$ cat config.mk
export PLATFORM = sky130hd
export DESIGN_NAME = dms_dlf
export DESIGN_NICKNAME = d
export VERILOG_FILES = /design/src/rtl/dms_dlf.sv
export SDC_FILE = /design/constraint.sdc
export NUM_CORES = 1
export LEC_CHECK = 0
export ABC_CLOCK_PERIOD_IN_PS = 8200
export CAP_MARGIN = 5
export CORE_MARGIN = 2
export CORE_UTILIZATION = 41
export CTS_CLUSTER_SIZE = 30
export DETAILED_ROUTE_END_ITERATION = 16
export GPL_ROUTABILITY_DRIVEN = 0
export GPL_TIMING_DRIVEN = 0
export SYNTH_ARGS = -nofsm -noshare
export SYNTH_HDL_FRONTEND = slang
export SYNTH_SLANG_ARGS = --single-unit
$ cat constraint.sdc
create_clock -name clk -period 8.2 [get_ports clk]
set_clock_uncertainty 0.1 [all_clocks]
set_input_delay 0.82 -clock clk [delete_from_list [all_inputs] [get_ports clk]]
set_output_delay 0.82 -clock clk [all_outputs]
set_load 0.03 [all_outputs]
$ cat src/rtl/dms_dlf.sv
// rtl/dms_dlf.sv - Decimating bang-bang PI digital loop filter for a DCO/phase interpolator
//
// Purpose:
//   Sums DECIM phase-detector votes per window. At each window close it updates
//   the integrator by (S <<< KI_SHIFT). It then forms the control word as
//   integ + (S <<< KP_SHIFT). Both results are saturated to W_OUT signed bits.
//
// Optional feature:
//   DMS_DLF_SAT_FLAG_EN - adds the sticky integrator saturation flags sat_hi / sat_lo.
//
// Ports:
//   clk       in   rising-edge clock
//   rst       in   synchronous active-high reset
//   pd_vld    in   qualifies pd_up / pd_dn
//   pd_up     in   early vote
//   pd_dn     in   late vote
//   freeze    in   holds the integrator at window close (proportional path still active)
//   ctrl      out  signed control word, W_OUT bits
//   ctrl_vld  out  one-cycle pulse when ctrl updates
//   sat_hi    out  sticky: integrator clamped at the high rail (macro only)
//   sat_lo    out  sticky: integrator clamped at the low rail  (macro only)
//   integ     out  signed integrator state, W_OUT bits

module dms_dlf #(
    parameter int W_OUT    = 12,
    parameter int DECIM    = 4,
    parameter int KP_SHIFT = 2,
    parameter int KI_SHIFT = 0,
    parameter int INIT     = 0
) (
    input  logic                    clk,
    input  logic                    rst,
    input  logic                    pd_vld,
    input  logic                    pd_up,
    input  logic                    pd_dn,
    input  logic                    freeze,
    output logic signed [W_OUT-1:0] ctrl,
    output logic                    ctrl_vld,
`ifdef DMS_DLF_SAT_FLAG_EN
    output logic                    sat_hi,
    output logic                    sat_lo,
`endif
    output logic signed [W_OUT-1:0] integ
);

    // Counter needs at least one bit even when DECIM=1.
    localparam int CW = (DECIM > 1) ? $clog2(DECIM) : 1;
    // Accumulator must hold +/-DECIM.
    localparam int AW = $clog2(DECIM) + 2;
    // Wide enough that neither shifted sum wraps before clamping.
    localparam int XW = W_OUT + AW + 2;

    localparam logic signed [XW-1:0] ONE_X = {{(XW-1){1'b0}}, 1'b1};
    localparam logic signed [XW-1:0] MAX_X = (ONE_X <<< (W_OUT - 1)) - ONE_X;
    localparam logic signed [XW-1:0] MIN_X = -(ONE_X <<< (W_OUT - 1));

    localparam longint MAX_L  = (longint'(1) <<< (W_OUT - 1)) - longint'(1);
    localparam longint MIN_L  = -(longint'(1) <<< (W_OUT - 1));
    localparam longint INIT_L = (longint'(INIT) > MAX_L) ? MAX_L :
                                (longint'(INIT) < MIN_L) ? MIN_L : longint'(INIT);
    localparam logic signed [W_OUT-1:0] INIT_SAT = INIT_L[W_OUT-1:0];

    function automatic logic signed [W_OUT-1:0] sat(input logic signed [XW-1:0] x);
        if (x > MAX_X) begin
            return MAX_X[W_OUT-1:0];
        end else if (x < MIN_X) begin
            return MIN_X[W_OUT-1:0];
        end else begin
            return x[W_OUT-1:0];
        end
    endfunction

    logic        [CW-1:0]    cnt;
    logic signed [AW-1:0]    acc;
    logic signed [AW-1:0]    vote;
    logic signed [AW-1:0]    s_sum;
    logic                    close;
    logic signed [XW-1:0]    s_x;
    logic signed [XW-1:0]    integ_x;
    logic signed [XW-1:0]    integ_sum;
    logic signed [W_OUT-1:0] integ_next;
    logic signed [XW-1:0]    integ_next_x;
    logic signed [XW-1:0]    ctrl_sum;
    logic                    clamp_hi;
    logic                    clamp_lo;

    always_comb begin
        vote = '0;
        if (pd_up && !pd_dn) begin
            vote = {{(AW-1){1'b0}}, 1'b1};
        end else if (pd_dn && !pd_up) begin
            vote = '1;
        end
    end

    assign close = pd_vld && (cnt == CW'(DECIM - 1));
    assign s_sum = acc + vote;
    assign s_x   = {{(XW-AW){s_sum[AW-1]}}, s_sum};

    assign integ_x   = {{(XW-W_OUT){integ[W_OUT-1]}}, integ};
    assign integ_sum = integ_x + (s_x <<< KI_SHIFT);

    // Flags report a real clamp only, so a frozen update never sets them.
    assign clamp_hi = !freeze && (integ_sum > MAX_X);
    assign clamp_lo = !freeze && (integ_sum < MIN_X);

    assign integ_next   = freeze ? integ : sat(integ_sum);
    assign integ_next_x = {{(XW-W_OUT){integ_next[W_OUT-1]}}, integ_next};
    assign ctrl_sum     = integ_next_x + (s_x <<< KP_SHIFT);

    always_ff @(posedge clk) begin
        if (rst) begin
            cnt      <= '0;
            acc      <= '0;
            integ    <= INIT_SAT;
            ctrl     <= INIT_SAT;
            ctrl_vld <= 1'b0;
        end else begin
            ctrl_vld <= close;
            if (pd_vld) begin
                if (close) begin
                    cnt <= '0;
                    acc <= '0;
                end else begin
                    cnt <= cnt + 1'b1;
                    acc <= s_sum;
                end
            end
            if (close) begin
                integ <= integ_next;
                ctrl  <= sat(ctrl_sum);
            end
        end
    end

`ifdef DMS_DLF_SAT_FLAG_EN
    always_ff @(posedge clk) begin
        if (rst) begin
            sat_hi <= 1'b0;
            sat_lo <= 1'b0;
        end else if (close) begin
            if (clamp_hi) sat_hi <= 1'b1;
            if (clamp_lo) sat_lo <= 1'b1;
        end
    end
`else
    logic unused_clamp;
    assign unused_clamp = clamp_hi ^ clamp_lo;
`endif

endmodule
==> impl_metrics.yaml <==
worst_hold_path:
  min_from: "ctrl[1]"
  min-delay-path-class: "flop to flop"
route:
  detail_route.wl_per_cell_um: 14.61
  wirelength_um: 6707
  route.detailed.drc: 0
  drtAntennaViolNets: 0
  initialDrtViolationCount: 98
  drt-pass1-iter-count: 4
  vias_per_cell: 5.542
  vias: 2544
place:
  placedCellCount: 451
  place.port_buffers: 29
  dp_hpwl_um: 5293
timing:
  clock.fmax_mhz: 137.6
  max_slew_vio_count: 0
  slew_headroom_pct: 54.22
  hold-worst-slack_ns: 0.3682
  finalWorstPathRequiredPeriod_ns: 7.265
  grt_setup_unrepaired: "false"
  report.final.setup_viol: 0
  finalCritPeriodShare_pct: 88.60
  timing_worst_slew_pin_value_ns: 0.6842
  hold_viol_final: 0
global_route:
  grt_start_max_net_pins: 18
  grt_pass1_wl_um: 11180
  track_usage_pct: 19.49
  first_global_vias: 2401
  globalRouteOverflowTotal: 0
  antenna_violations_before_repair: 0
clocking:
  cts_root_buffer: "clkbuf_8"
  tritoncts.num_buffers: 5
  tritoncts: "built"
  ctsResizeCount: 0
  clkLatencyLatePin_ns: 0.29
  numClockSinks: 31
  cts-htree-levels: 2
  post_cts_hold_buffer_count: 0
  clkSlewWorstSetupHoldPaths_ns: 0.07
  cts_max_path_buffers: 2
  post_cts.repair.setup_buffers: 0
layout:
  layout-drive-gt1-share_pct: 5.759
  mostFrequentLayoutCells: "nor2_1 (48), a21oi_1 (31), dfxtp_1 (31)"
  post-route-util_pct: 49.89
  antenna_cells: 0
  area_growth_syn_to_layout_pct: 18.57
  mostFrequentLayoutCell: "nor2_1"
  nets: 418
  final_cells: 459
setup_path:
  cp_required_ns: 8.30
  crit_buf_inv: 6
  critical_path.max_fanout: 17
  timing.critical_path.mode_cell: "ha_1"
  timing.critical_path.to_type: "flop"
  timing.rr.start: "acc[0]"
  worst_setup_sp: "pd_up"
  critical_path_arrival_ns: 7.37
  worst_path_max_delay_cell: "clkdlybuf4s50_1"
  path_class: "input pin to flop"
  crit_family: "compound AO/OA/AOI/OAI gates"
  critical_path.startpoint_type: "input pin"
  critPathMaxStageDelay_ns: 0.45
power_and_ir_drop:
  cellPowerDensity_mw_per_mm2: 195.0
  power_leakage_nw: 1.236
  clock_power_share_pct: 19.4
  intPower_mw: 0.3451
  power.switching_mw: 0.2655
  power.share.sequential_pct: 26.0
  combinationalPowerShare_pct: 54.6
  ir_drop_v: 0.00008626
  p_sw_share_pct: 43.49
synthesis:
  synth.lib_cells_used.distinct: 52
  yosysWarnings: 0
  avgSynthCellArea_um2: 7.678
  number_of_flip_flops_and_latches_in_the_synthesized_netlist: 31
  postSynth.asyncResetShare_pct: 0
  mappedNetlistNets: 381
  synth_edf_count: 0
  ys.flop_type: "dfxtp_1"
  syn-cell-area_mm2: 0.002641
  seq_area_frac_synth_pct: 23.50
  postSynthCellCount: 344
die:
  design.die.area_mm2: 0.007101
  die-width_um: 84.27
  core_mm2: 0.006277
  initial_utilization_pct: 42.08
  die_height_um: 84.27
  rows: 29
  number_of_top_level_pins: 31
flow_run:
  max_cap_viol_count: 0
run_status:
  run_status: "complete, no violations"
## kinds of logic after synthesis
logic type	after synthesis	synth area share [%]
buffers and inverters	33	4.831
DFF	31	23.50
and+or+nand+nor	108	18.81
muxes	3	1.184
AOI/OAI and AO/OA	112	27.43
adders and majority gates	38	17.95
xor gates and xnor gates	19	6.300
## sequential cells by signal, indices dropped and copies added (netlist names)
name      count
cnt           2
acc           4
integ        12
ctrl         12
ctrl_vld      1
## cells in the mapped netlist, types with 2 or more instances
library cell | n | area [um^2]
nand2_1 | 25 | 93.84
clkbuf_1 | 11 | 41.29
nand3_1 | 6 | 30.03
o22ai_1 | 4 | 25.02
nand2b_1 | 5 | 31.28
o21ai_1 | 3 | 15.01
nor3_1 | 5 | 25.02
nand4_1 | 2 | 12.51
maj3_1 | 6 | 60.06
a31oi_1 | 2 | 12.51
nor2_1 | 48 | 180.2
o21bai_1 | 2 | 15.01
a211oi_1 | 19 | 142.6
xor2_1 | 10 | 87.58
inv_1 | 18 | 67.56
ha_1 | 29 | 362.9
and2_1 | 2 | 12.51
xnor2_1 | 9 | 78.83
a21oi_1 | 31 | 155.2
or4_1 | 2 | 15.01
a22oi_1 | 2 | 15.01
o21ai_0 | 29 | 145.1
o211ai_1 | 4 | 30.03
fa_1 | 2 | 40.04
a21o_1 | 2 | 15.01
dfxtp_1 | 31 | 620.6
buf_2 | 3 | 15.01
nor2b_1 | 6 | 37.54
o31ai_1 | 2 | 15.01
mux2i_1 | 2 | 20.02
## layout make-up
| type | instances | area, um^2 |
|---|---|---|
| Buffer | 15 | 60.06 |
| Clock buffer | 7 | 76.32 |
| Clock inverter | 1 | 5.005 |
| Fill cell | 641 | 3146 |
| Inverter | 18 | 67.56 |
| Multi-Input combinational cell | 280 | 1901 |
| Sequential cell | 31 | 620.6 |
| Tap cell | 77 | 96.34 |
| Timing Repair Buffer | 30 | 305.3 |
## per-stage QoR
step	TNS [ns]	cell area, um^2	worst slack [ns]	total power, mW
after global routing	0	3132	0.3119	0.6583
after CTS	0	3132	0.9609	0.6133
final	0	3132	0.9351	0.6106
after floorplan	0	2641	1.486	0.4189
after detailed placement	0	3050	0.6928	0.4943
after global placement	-1.358	3028	-0.1740	0.4824
## per-layer routing
layer | share of wire (%) | vias up | routed length, um | track usage, %
met2 | 48 | 58 | 3221 | 34.27
met5 | 0 | - | 0 | 0
met4 | 1.3 | 0 | 87 | 6.158
met3 | 4.7 | 7 | 316 | 3.147
li1 | - | 1315 | - | -
met1 | 46 | 1164 | 3083 | 24.30
## worst register-to-register path: cells and delay by family, from the launching register on
family | cells | cell delay [ns]
AND/OR/NAND/NOR | 6 | 1.01
buffers and inverters | 3 | 0.46
XOR/XNOR | 1 | 0.27
AO/OA/AOI/OAI | 13 | 2.48
adder cells (fa/ha/maj) | 5 | 1.51
flip-flops | 1 | 0.34
## power by group through the flow
stage | combinational (mW) | clock, mW | sequential [mW]
floorplan | 0.254 | 0 | 0.165
global placement | 0.321 | 0 | 0.162
detailed placement | 0.332 | 0 | 0.162
CTS | 0.334 | 0.121 | 0.159
global route | 0.371 | 0.127 | 0.160
finish | 0.333 | 0.119 | 0.159
## worst paths after layout
check | cells past startpoint | end | slack (ns)
max reg2reg | 28 | ctrl[6] | 1.94
max | 32 | ctrl[6] | 0.94
min reg2reg | 2 | ctrl[1] | 0.37
min | 2 | ctrl[1] | 0.37
Note: power is estimated with default switching activity, not from simulation.
